**src/rtl/axis_stream_splitter.sv**
```systemverilog
// Splits packed 64-bit beats {ch0[23:0], ch1[23:0], pad[15:0]} onto two 24-bit AXI4-Stream channels.
// Mode 0 forwards ch0 only in 6-beat packets; mode 1 forwards both fields in 3-beat packets.
module axis_stream_splitter #(
   parameter int unsigned MODE0_PKT_LEN = 6,
   parameter int unsigned MODE1_PKT_LEN = 3,
   parameter int unsigned CNT_W         = 8
) (
   input  logic        clk,
   input  logic        reset_n,
   input  logic [63:0] s_axis_tdata,
   input  logic        s_axis_tvalid,
   output logic        s_axis_tready,
   input  logic        s_axis_tlast,
   output logic [23:0] m_axis_tdata_0,
   output logic        m_axis_tvalid_0,
   input  logic        m_axis_tready_0,
   output logic        m_axis_tlast_0,
   output logic [23:0] m_axis_tdata_1,
   output logic        m_axis_tvalid_1,
   input  logic        m_axis_tready_1,
   output logic        m_axis_tlast_1,
   input  logic        config_mode,
   input  logic        status_clear,
   output logic        status_packets_size_mismatch,
   output logic        status_pad_nonzero
);

   typedef enum logic {IDLE, IN_PKT} state_t;

   state_t           state_q, state_d;
   logic [CNT_W-1:0] cnt_q, cnt_d, last_idx;
   logic             mode_q, mode_d;
   logic             active_mode, free_0, free_1;
   logic             accept, end_beat, mismatch_set, pad_set;

   // Mode is sampled from config only between packets; mid-packet the latched mode governs.
   assign active_mode   = (state_q == IDLE) ? config_mode : mode_q;
   assign last_idx      = active_mode ? CNT_W'(MODE1_PKT_LEN - 1) : CNT_W'(MODE0_PKT_LEN - 1);
   assign free_0        = !m_axis_tvalid_0 || m_axis_tready_0;
   assign free_1        = !m_axis_tvalid_1 || m_axis_tready_1;
   assign s_axis_tready = active_mode ? (free_0 && free_1) : free_0;
   assign accept        = s_axis_tvalid && s_axis_tready;
   assign end_beat      = s_axis_tlast || (cnt_q == last_idx);
   assign mismatch_set  = accept && (s_axis_tlast != (cnt_q == last_idx));
   assign pad_set       = accept && (s_axis_tdata[15:0] != 16'h0000);

   always_comb begin
      state_d = state_q;
      cnt_d   = cnt_q;
      mode_d  = mode_q;
      if (accept) begin
         if (state_q == IDLE) begin
            mode_d = config_mode;
         end
         if (end_beat) begin
            state_d = IDLE;
            cnt_d   = '0;
         end else begin
            state_d = IN_PKT;
            cnt_d   = cnt_q + CNT_W'(1);
         end
      end
   end

   always_ff @(posedge clk or negedge reset_n) begin
      if (!reset_n) begin
         state_q <= IDLE;
         cnt_q   <= '0;
         mode_q  <= 1'b0;
      end else begin
         state_q <= state_d;
         cnt_q   <= cnt_d;
         mode_q  <= mode_d;
      end
   end

   always_ff @(posedge clk or negedge reset_n) begin
      if (!reset_n) begin
         m_axis_tdata_0  <= '0;
         m_axis_tvalid_0 <= 1'b0;
         m_axis_tlast_0  <= 1'b0;
      end else if (accept) begin
         m_axis_tdata_0  <= s_axis_tdata[63:40];
         m_axis_tvalid_0 <= 1'b1;
         m_axis_tlast_0  <= end_beat;
      end else if (m_axis_tready_0) begin
         m_axis_tvalid_0 <= 1'b0;
      end
   end

   // Channel 1 drains on its own, so a mode-1 beat can still be pending after a switch to mode 0.
   always_ff @(posedge clk or negedge reset_n) begin
      if (!reset_n) begin
         m_axis_tdata_1  <= '0;
         m_axis_tvalid_1 <= 1'b0;
         m_axis_tlast_1  <= 1'b0;
      end else if (accept && active_mode) begin
         m_axis_tdata_1  <= s_axis_tdata[39:16];
         m_axis_tvalid_1 <= 1'b1;
         m_axis_tlast_1  <= end_beat;
      end else if (m_axis_tready_1) begin
         m_axis_tvalid_1 <= 1'b0;
      end
   end

   always_ff @(posedge clk or negedge reset_n) begin
      if (!reset_n) begin
         status_packets_size_mismatch <= 1'b0;
         status_pad_nonzero           <= 1'b0;
      end else begin
         if (mismatch_set) begin
            status_packets_size_mismatch <= 1'b1;
         end else if (status_clear) begin
            status_packets_size_mismatch <= 1'b0;
         end
         if (pad_set) begin
            status_pad_nonzero <= 1'b1;
         end else if (status_clear) begin
            status_pad_nonzero <= 1'b0;
         end
      end
   end

endmodule

```
**config.mk**
```make
export PLATFORM = sky130hd
export DESIGN_NAME = axis_stream_splitter
export DESIGN_NICKNAME = d
export VERILOG_FILES = /design/src/rtl/axis_stream_splitter.sv
export SDC_FILE = /design/constraint.sdc
export NUM_CORES = 1
export LEC_CHECK = 0
export ABC_AREA = 0
export CORE_MARGIN = 2
export CORE_UTILIZATION = 40
export CTS_CLUSTER_SIZE = 12
export DETAILED_ROUTE_END_ITERATION = 10
export GPL_ROUTABILITY_DRIVEN = 0
export PLACE_DENSITY = 0.78
export SYNTH_ARGS = -nofsm -noshare
export SYNTH_HDL_FRONTEND = slang
export SYNTH_SLANG_ARGS = --single-unit
```
**constraint.sdc**
```tcl
create_clock -name clk -period 2.3 [get_ports clk]
set_clock_uncertainty 0.15 [all_clocks]
set_input_delay 0.345 -clock clk [delete_from_list [all_inputs] [get_ports clk]]
set_output_delay 0.345 -clock clk [all_outputs]
set_load 0.01 [all_outputs]
```
==> summary.md, run 1 <==
| Metric | Value |
|---|---|
| Max-cap violations | `0` |
| FF-to-FF End | `cnt_q[2]` |
| IO Pins | `127` |
| Most Crowded Layer GR | `met2` |
| Number of buffers and inverters on the critical path | `2` |
| Peak per-stage delay on the critical path | `about 0.4 ns` |
| Total grt overflow | `0` |
| First-pass GRT wire length | `10,300 µm` |
| Min-delay src | `m_axis_tlast_1` |
| Cell taking the most area after synthesis | `dfrtp_1` |
| Routed WL | `6300 µm` |
| Syn Nets | `266` |
| Via count of the first global-routing pass | `2,201` |
| GR Util met3 | `0.0562` |
| Syn Inst Count | `around 190` |
| Status | `finished clean` |
| Finish-stage setup viols | `0` |
| Final critical-path share of the clock period | `0.933` |
| Yosys top cell area share | `0.590` |
| Worst slew pin tran | `0.533 ns` |
| Die width | `86.4 µm` |
| Relative slew slack | `0.645` |
| Final ANT Viol Nets | `0` |
| Share of layout cells above drive strength 1 | `0.266` |
| Worst R2R Start | `state_q` |
| Top FF cell, synth | `dfrtp_1` |
| Area growth syn-to-layout | `63.2%` |
| Pwr Total | `0.00438 W` |
| Initial antenna violation count | `0` |
| CP arrival | `between 2 and 2.5 ns` |
| RSZ-0062 raised after global routing | `false` |
| Placed cells | `409` |
| Fmax | `466 MHz` |
| FF-to-FF setup slack | `0.15 ns` |
| Peak VDD IR | `643 µV` |
| Clk sinks | `64` |
| Period minus WS final | `2.15 ns` |
| Die area | `7470 µm²` |
| Setup crit start kind | `flop` |
| CP Cell Sequence | `buf_4 -> mux2_2 -> nor3_1 -> o21ai_1 -> ha_1 -> inv_1 -> or2_1 -> o21ai_0` |
| Die Ht | `86.4 µm` |
| Vias after detailed routing | `2,097` |
| Syn Std Cell Area | `2720 µm²` |
| Routed length per instance | `14.8 µm` |
| CTS Root Cell | `clkbuf_8` |
| Total Routing Usage GR | `0.177` |
| Synth top area cells | `dfrtp_1 (59%), mux2_2 (14%), mux2_4 (8.8%), o21ai_0 (2.4%), o31ai_2 (1.8%)` |
| Row count | `30` |
| Critical path required time | `around 2.4 ns` |
| Syn Area/Cell | `between 10 and 15 µm²` |
| Critical path class | `flop to flop` |
| Vias per cell | `4.92` |
| EDFF count, synth | `0` |
| Critical Path Source | `state_q` |
| Final slew viol count | `0` |
| Netlist cell types | `29` |
| Hold Crit Class | `flop to flop` |
| Synth Warn # | `0` |
| CP Depth | `8` |
| Port bufs | `126` |
| Setup_tns | `0 ns` |
| Slowest cell on the critical path | `dfrtp_1` |
| Critical path endpoint | `cnt_q[2]` |
| Maximum root-to-sink buffer count | `2` |
| Setup crit end kind | `flop` |
| Nets | `approximately 420` |
| R2R cell count | `8` |
| DRT Pass-1 Iters | `4` |
| Worst-path maximum fanout | `7` |
| CTS buffer count | `9` |
| H-tree levels | `3` |
| DR DRC count | `0` |
| Sequential share of the synthesized area | `0.590` |
| PwrDens | `987 nW/µm²` |
| Synth async-reset ratio | `1.00` |
| HPWL after DPL | `about 4700 µm` |
| CP top delay family | `simple AND/OR/NAND/NOR gates` |
| Largest net degree at the start of global routing | `43` |
| Largest registers | `m_axis_tdata_0 (24), m_axis_tdata_1 (24), cnt_q (8)` |
| FF+latch count, synth | `64` |
| Initial Util | `0.407` |
| Finished Layout Cells | `around 430` |
| N_diodes | `0` |
| Met2 usage | `0.280` |
| Clk pin slew, worst setup/hold paths | `0.07 ns` |
| GRT met1 Usage | `0.228` |
| Hold Path Depth | `2` |
| Pleak | `1.94 nW` |
| Clk_lat worst skew | `about 0.33 ns` |
| Final hold violations | `0` |
| DRT iter0 DRCs | `165` |
| CTS tree | `built` |
| Area of the core | `around 6700 µm²` |
| Filler instances | `539` |
-- worst register-to-register path, cell delays in order (launching register included) --
cell and delay [ns]:
dfrtp_1 0.40, buf_4 0.14, mux2_2 0.34, nor3_1 0.17
o21ai_1 0.11, ha_1 0.21, inv_1 0.07, or2_1 0.29
o21ai_0 0.14
-- worst min-delay path by stage --
stage | to | slack (ns)
floorplan | cnt_q[0] | -0.10
global placement | m_axis_tdata_0[21] | 0.21
detailed placement | m_axis_tdata_0[22] | 0.21
CTS | m_axis_tlast_1 | 0.36
global route | m_axis_tdata_0[2] | 0.37
finish | m_axis_tlast_1 | 0.35
-- area by class of cell --
class                      instances  area, µm²  share of cell area
clock buffer                       9        124              0.0279
sequential                        64       1600               0.361
timing repair buffer             147       1450               0.328
tap                               80        100              0.0226
inverter                           5       18.8             0.00423
clock inverter                     6       83.8              0.0189
multi-input combinational        115       1050               0.237
-- layer usage --
metal / vias to the layer above / part of all wire
met4: 0 / 0.014
met2: 98 / 0.48
li1: 988 / -
met5: - / 0
met3: 10 / 0.091
met1: 1001 / 0.41
-- cells in the mapped netlist (2+ instances only) --
cell type / count
and3_1: 2
dfrtp_1: 64
nor2_1: 4
mux2_4: 16
o31ai_2: 4
o21ai_0: 13
buf_6: 2
nor4_1: 4
nand2_1: 12
mux2_2: 33
inv_1: 5
a31oi_1: 2
o21a_1: 2
o22ai_1: 2
ha_1: 3
buf_4: 2
nand3_1: 4
nand2b_1: 4
buf_2: 3
-- layout by cell type, fill, tap and decap left out, drive strengths merged, types with 2 or more instances in the layout --
| cell type | netlist | routed |
|---|---|---|
| clkinv | 0 | 3 |
| nand2 | 12 | 12 |
| nor4 | 4 | 4 |
| o21a | 2 | 2 |
| ha | 3 | 3 |
| o31ai | 4 | 4 |
| nand2b | 4 | 4 |
| a31oi | 2 | 2 |
| inv | 5 | 6 |
| mux2 | 49 | 49 |
| nand4 | 2 | 2 |
| nor2 | 4 | 4 |
| bufinv | 0 | 2 |
| clkbuf | 0 | 9 |
| o22ai | 2 | 2 |
| clkdlybuf4s50 | 0 | 124 |
| dfrtp | 64 | 64 |
| o21ai | 13 | 13 |
| and3 | 2 | 2 |
| buf | 7 | 21 |
| nand3 | 4 | 4 |
-- kinds of logic (layout without fill, tap and decap cells) --
group / Yosys count / in the layout / share of synthesized area
buf+inv: 12 / 167 / 0.0263
mux: 50 / 50 / 0.230
flops: 64 / 64 / 0.590
simple gates: 38 / 38 / 0.0783
fa+ha+maj: 3 / 3 / 0.0138
compound gates: 24 / 24 / 0.0617
-- per-stage QoR --
step | utilization | instance area [µm²] | setup slack, ns | hold WS (ns)
floorplan | - | 2720 | 0.200 | -0.101
global placement | 0.630 | 4210 | -0.0198 | 0.206
detailed placement | 0.630 | 4210 | -0.125 | 0.213
CTS | 0.663 | 4430 | 0.0675 | 0.357
global route | 0.663 | 4430 | 0.000979 | 0.370
finish | 0.663 | 4430 | 0.154 | 0.349
-- power breakdown --
group          switching (W)  total (W)  internal, W
combinational       0.000566    0.00167      0.00110
clock               0.000431    0.00103     0.000602
sequential          0.000201    0.00168      0.00148
total                0.00120    0.00438      0.00318
-- timing repair --
| item | 4_1_cts | 5_1_grt |
|---|---|---|
| setup endpoints to repair | 1 | 6 |
| pin swaps | 0 | 0 |
| resized for setup | 1 | 5 |
| setup buffers | 1 | 0 |
| hold buffers | 1 | 0 |
| hold endpoints to repair | 22 | 0 |
Power figures use the tool's default switching activity.
==> inputs of run 2 (changes only) <==
Settings changed: ABC_AREA 0 to 1.
==> run 2 against run 1 <==
Net effect:
- synthesized cell count up 69%
- critical path depth down 2
- largest power group unchanged
- clock power down 24%
==> summary.md, run 2 <==
| Metric | Value |
|---|---|
| Area growth syn-to-layout | `53.1% (was 63.2%)` |
| Worst R2R Start | `cnt_q[5] (was state_q)` |
| Die area | `7620 µm² (was 7470 µm²)` |
| Relative slew slack | `0.585 (was 0.645)` |
| Hold Crit Class | `flop to flop (unchanged)` |
| Row count | `30 (unchanged)` |
| Netlist cell types | `25 (was 29)` |
| EDFF count, synth | `0 (unchanged)` |
| Die Ht | `87.3 µm (was 86.4 µm)` |
| Vias per cell | `4.55 (was 4.92)` |
| Finish-stage setup viols | `0 (unchanged)` |
| Worst-path maximum fanout | `4 (was 7)` |
| Via count of the first global-routing pass | `2,432 (was 2,201)` |
| Clk pin slew, worst setup/hold paths | `0.06 ns (was 0.07 ns)` |
| Final critical-path share of the clock period | `0.932 (was 0.933)` |
| DRT Pass-1 Iters | `4 (unchanged)` |
| Routed WL | `6550 µm (was 6300 µm)` |
| Synth top area cells | `dfrtp_1 (58%), nand2_1 (19%), o21ai_0 (5.9%), inv_1 (4.9%), nor2_1 (1.9%) (was dfrtp_1 (59%), mux2_2 (14%), mux2_4 (8.8%), o21ai_0 (2.4%), o31ai_2 (1.8%))` |
| Syn Area/Cell | `8.60 µm² (was 14.2 µm²)` |
| CTS tree | `built (unchanged)` |
| Period minus WS final | `2.14 ns (was 2.15 ns)` |
| Vias after detailed routing | `2,449 (was 2,097)` |
| Critical path class | `flop to output pin (was flop to flop)` |
| Hold Path Depth | `2 (unchanged)` |
| Resize count post-CTS | `0 (was 1)` |
| Synth async-reset ratio | `1.00 (unchanged)` |
| Cell taking the most area after synthesis | `dfrtp_1 (unchanged)` |
| Final ANT Viol Nets | `0 (unchanged)` |
| Status | `finished clean (unchanged)` |
| Synth Warn # | `0 (unchanged)` |
| Largest registers | `m_axis_tdata_0 (24), m_axis_tdata_1 (24), cnt_q (8) (unchanged)` |
| IO Pins | `127 (unchanged)` |
| RSZ-0062 raised after global routing | `false (unchanged)` |
| CTS Root Cell | `clkbuf_8 (unchanged)` |
| Fmax | `467 MHz (was 466 MHz)` |
| FF-to-FF End | `state_q (was cnt_q[2])` |
| Clk pwr share | `0.201 (was 0.236)` |
| Worst Hold Path EP | `m_axis_tdata_0[6] (was m_axis_tlast_1)` |
| FF-to-FF setup slack | `0.48 ns (was 0.15 ns)` |
| Clk_lat worst skew | `0.33 ns (about the same)` |
| Final setup margin | `0.157 ns (was 0.154 ns)` |
| CTS buffer count | `9 (unchanged)` |
| Initial Util | `0.411 (was 0.407)` |
| Reg power frac | `0.430 (was 0.383)` |
| Total Routing Usage GR | `0.179 (was 0.177)` |
| Filler instances | `596 (was 539)` |
| Routed length per instance | `12.2 µm (was 14.8 µm)` |
| Post-CTS Setup Inserts | `0 (was 1)` |
| P_int | `0.00267 W (was 0.00318 W)` |
| Commonest cells after routing, fill and taps aside | `nand2_1 (137), clkdlybuf4s50_1 (125), dfrtp_1 (64) (was clkdlybuf4s50_1 (124), dfrtp_1 (64), mux2_2 (33))` |
| FF+latch count, synth | `64 (unchanged)` |
| N_diodes | `0 (unchanged)` |
| DR DRC count | `0 (unchanged)` |
| HPWL after DPL | `4840 µm (was 4750 µm)` |
| Post-place setup slack | `0.105 ns (was -0.125 ns)` |
| Critical path required time | `1.80 ns (was 2.35 ns)` |
| Final hold violations | `0 (unchanged)` |
| R2R cell count | `7 (was 8)` |
| Switching Share | `0.314 (was 0.274)` |
| Combinational power share | `0.369 (was 0.381)` |
| H-tree levels | `3 (unchanged)` |
| CP arrival | `1.65 ns (was 2.20 ns)` |
| Nets | `529 (was 417)` |
| Setup_tns | `0 ns (unchanged)` |
| Syn Std Cell Area | `2780 µm² (was 2720 µm²)` |
| Die width | `87.3 µm (was 86.4 µm)` |
| Final slew viol count | `0 (unchanged)` |
| Min-delay src | `m_axis_tdata_0[6] (was m_axis_tlast_1)` |
| Switching pwr | `0.00122 W (was 0.00120 W)` |
| First-pass GRT wire length | `10,600 µm (was 10,300 µm)` |
| Total grt overflow | `0 (unchanged)` |
| Yosys top cell area share | `0.577 (was 0.590)` |
| DRT iter0 DRCs | `101 (was 165)` |
| Sequential share of the synthesized area | `0.577 (was 0.590)` |
| Area of the core | `6760 µm² (was 6680 µm²)` |
| Pwr Total | `0.00389 W (was 0.00438 W)` |
| Max-cap violations | `0 (unchanged)` |
| Top FF cell, synth | `dfrtp_1 (unchanged)` |
| Share of layout cells above drive strength 1 | `0.0611 (was 0.266)` |
| Largest net degree at the start of global routing | `53 (was 43)` |
| PwrDens | `915 nW/µm² (was 987 nW/µm²)` |
| Port bufs | `126 (unchanged)` |
| Syn Nets | `398 (was 266)` |
| Setup crit end kind | `output pin (was flop)` |
| Peak VDD IR | `416 µV (was 643 µV)` |
| Clk sinks | `64 (unchanged)` |
| Worst slew pin tran | `0.621 ns (was 0.533 ns)` |
| Hold-fix buffers, CTS | `1 (unchanged)` |
| Setup crit start kind | `flop (unchanged)` |
| Initial antenna violation count | `0 (unchanged)` |
| Commonest non-fill, non-tap cell in the layout | `nand2_1 (was clkdlybuf4s50_1)` |
| Top post-synthesis cells by count | `nand2_1 (137), dfrtp_1 (64), inv_1 (36), o21ai_0 (33), nor2_1 (14) (was dfrtp_1 (64), mux2_2 (33), mux2_4 (16), o21ai_0 (13), nand2_1 (12))` |
| Syn Inst Count | `323 (was 191)` |
| Maximum root-to-sink buffer count | `2 (unchanged)` |
| Layout Utilization | `0.629 (was 0.663)` |
| Pleak | `2.06 nW (was 1.94 nW)` |
| Top-count cell post-synth | `nand2_1 (was dfrtp_1)` |
run 2: worst max-delay path by stage:
stage                               start                  to  slack, ns  cells after the start
after CTS                         state_q       s_axis_tready       0.13                      6
after floorplan                  cnt_q[2]             state_q       0.70                      6
after global routing          config_mode       s_axis_tready        0.1                      7
final                             state_q       s_axis_tready       0.16                      6
after global placement        config_mode            cnt_q[2]       0.15                      8
after detailed placement  m_axis_tready_0  m_axis_tdata_1[20]       0.10                      6
run 2: final cells by class:
class	count	area [µm²]	share of cell area
sequential	64	1600	0.377
timing repair buffer	132	1300	0.307
multi-input combinational	209	947	0.223
inverter	38	145	0.0341
clock buffer	11	131	0.0309
tap	80	100	0.0235
clock inverter	4	22.5	0.00530
run 2: logic make-up (layout without fill, tap and decap cells):
logic type / after synthesis / in the layout / share of synthesized area
buf+inv: 50 / 185 / 0.0820
simple gates: 165 / 165 / 0.248
compound gates: 38 / 38 / 0.0703
xor+xnor: 3 / 3 / 0.00947
flops: 64 / 64 / 0.577
fa+ha+maj: 3 / 3 / 0.0135
run 2: through the flow:
step	std cells	hold WS, ns	instance area (µm²)
2_1_floorplan	323	-0.101	2780
3_3_place_gp	522	0.173	4090
3_5_place_dp	522	0.180	4090
4_1_cts	538	0.332	4250
5_1_grt	538	0.351	4250
6_report	538	0.331	4250
run 2: metal layers:
layer  vias to the layer above  track usage  part of all wire
li1                       1241            -                 -
met1                      1118        0.212              0.43
met2                        79        0.295              0.48
met3                        11       0.0645             0.074
met4                         0       0.0755             0.021
met5                         -            0                 0
run 2: power groups by stage:
stage | clock network (W) | registers (W) | logic (W)
floorplan | 0 | 0.00182 | 0.000418
global placement | 0 | 0.00168 | 0.00142
detailed placement | 0 | 0.00169 | 0.00145
CTS | 0.000808 | 0.00168 | 0.00146
global route | 0.000850 | 0.00171 | 0.00158
finish | 0.000782 | 0.00167 | 0.00144
run 2: worst max-delay path: stages (launching register included):
cell             delay (ns)
dfrtp_1                0.39
nand2_1                0.12
nand2_4                0.09
nand2_4                0.08
nand2_1                0.05
inv_1                  0.04
clkdlybuf4s50_1        0.54
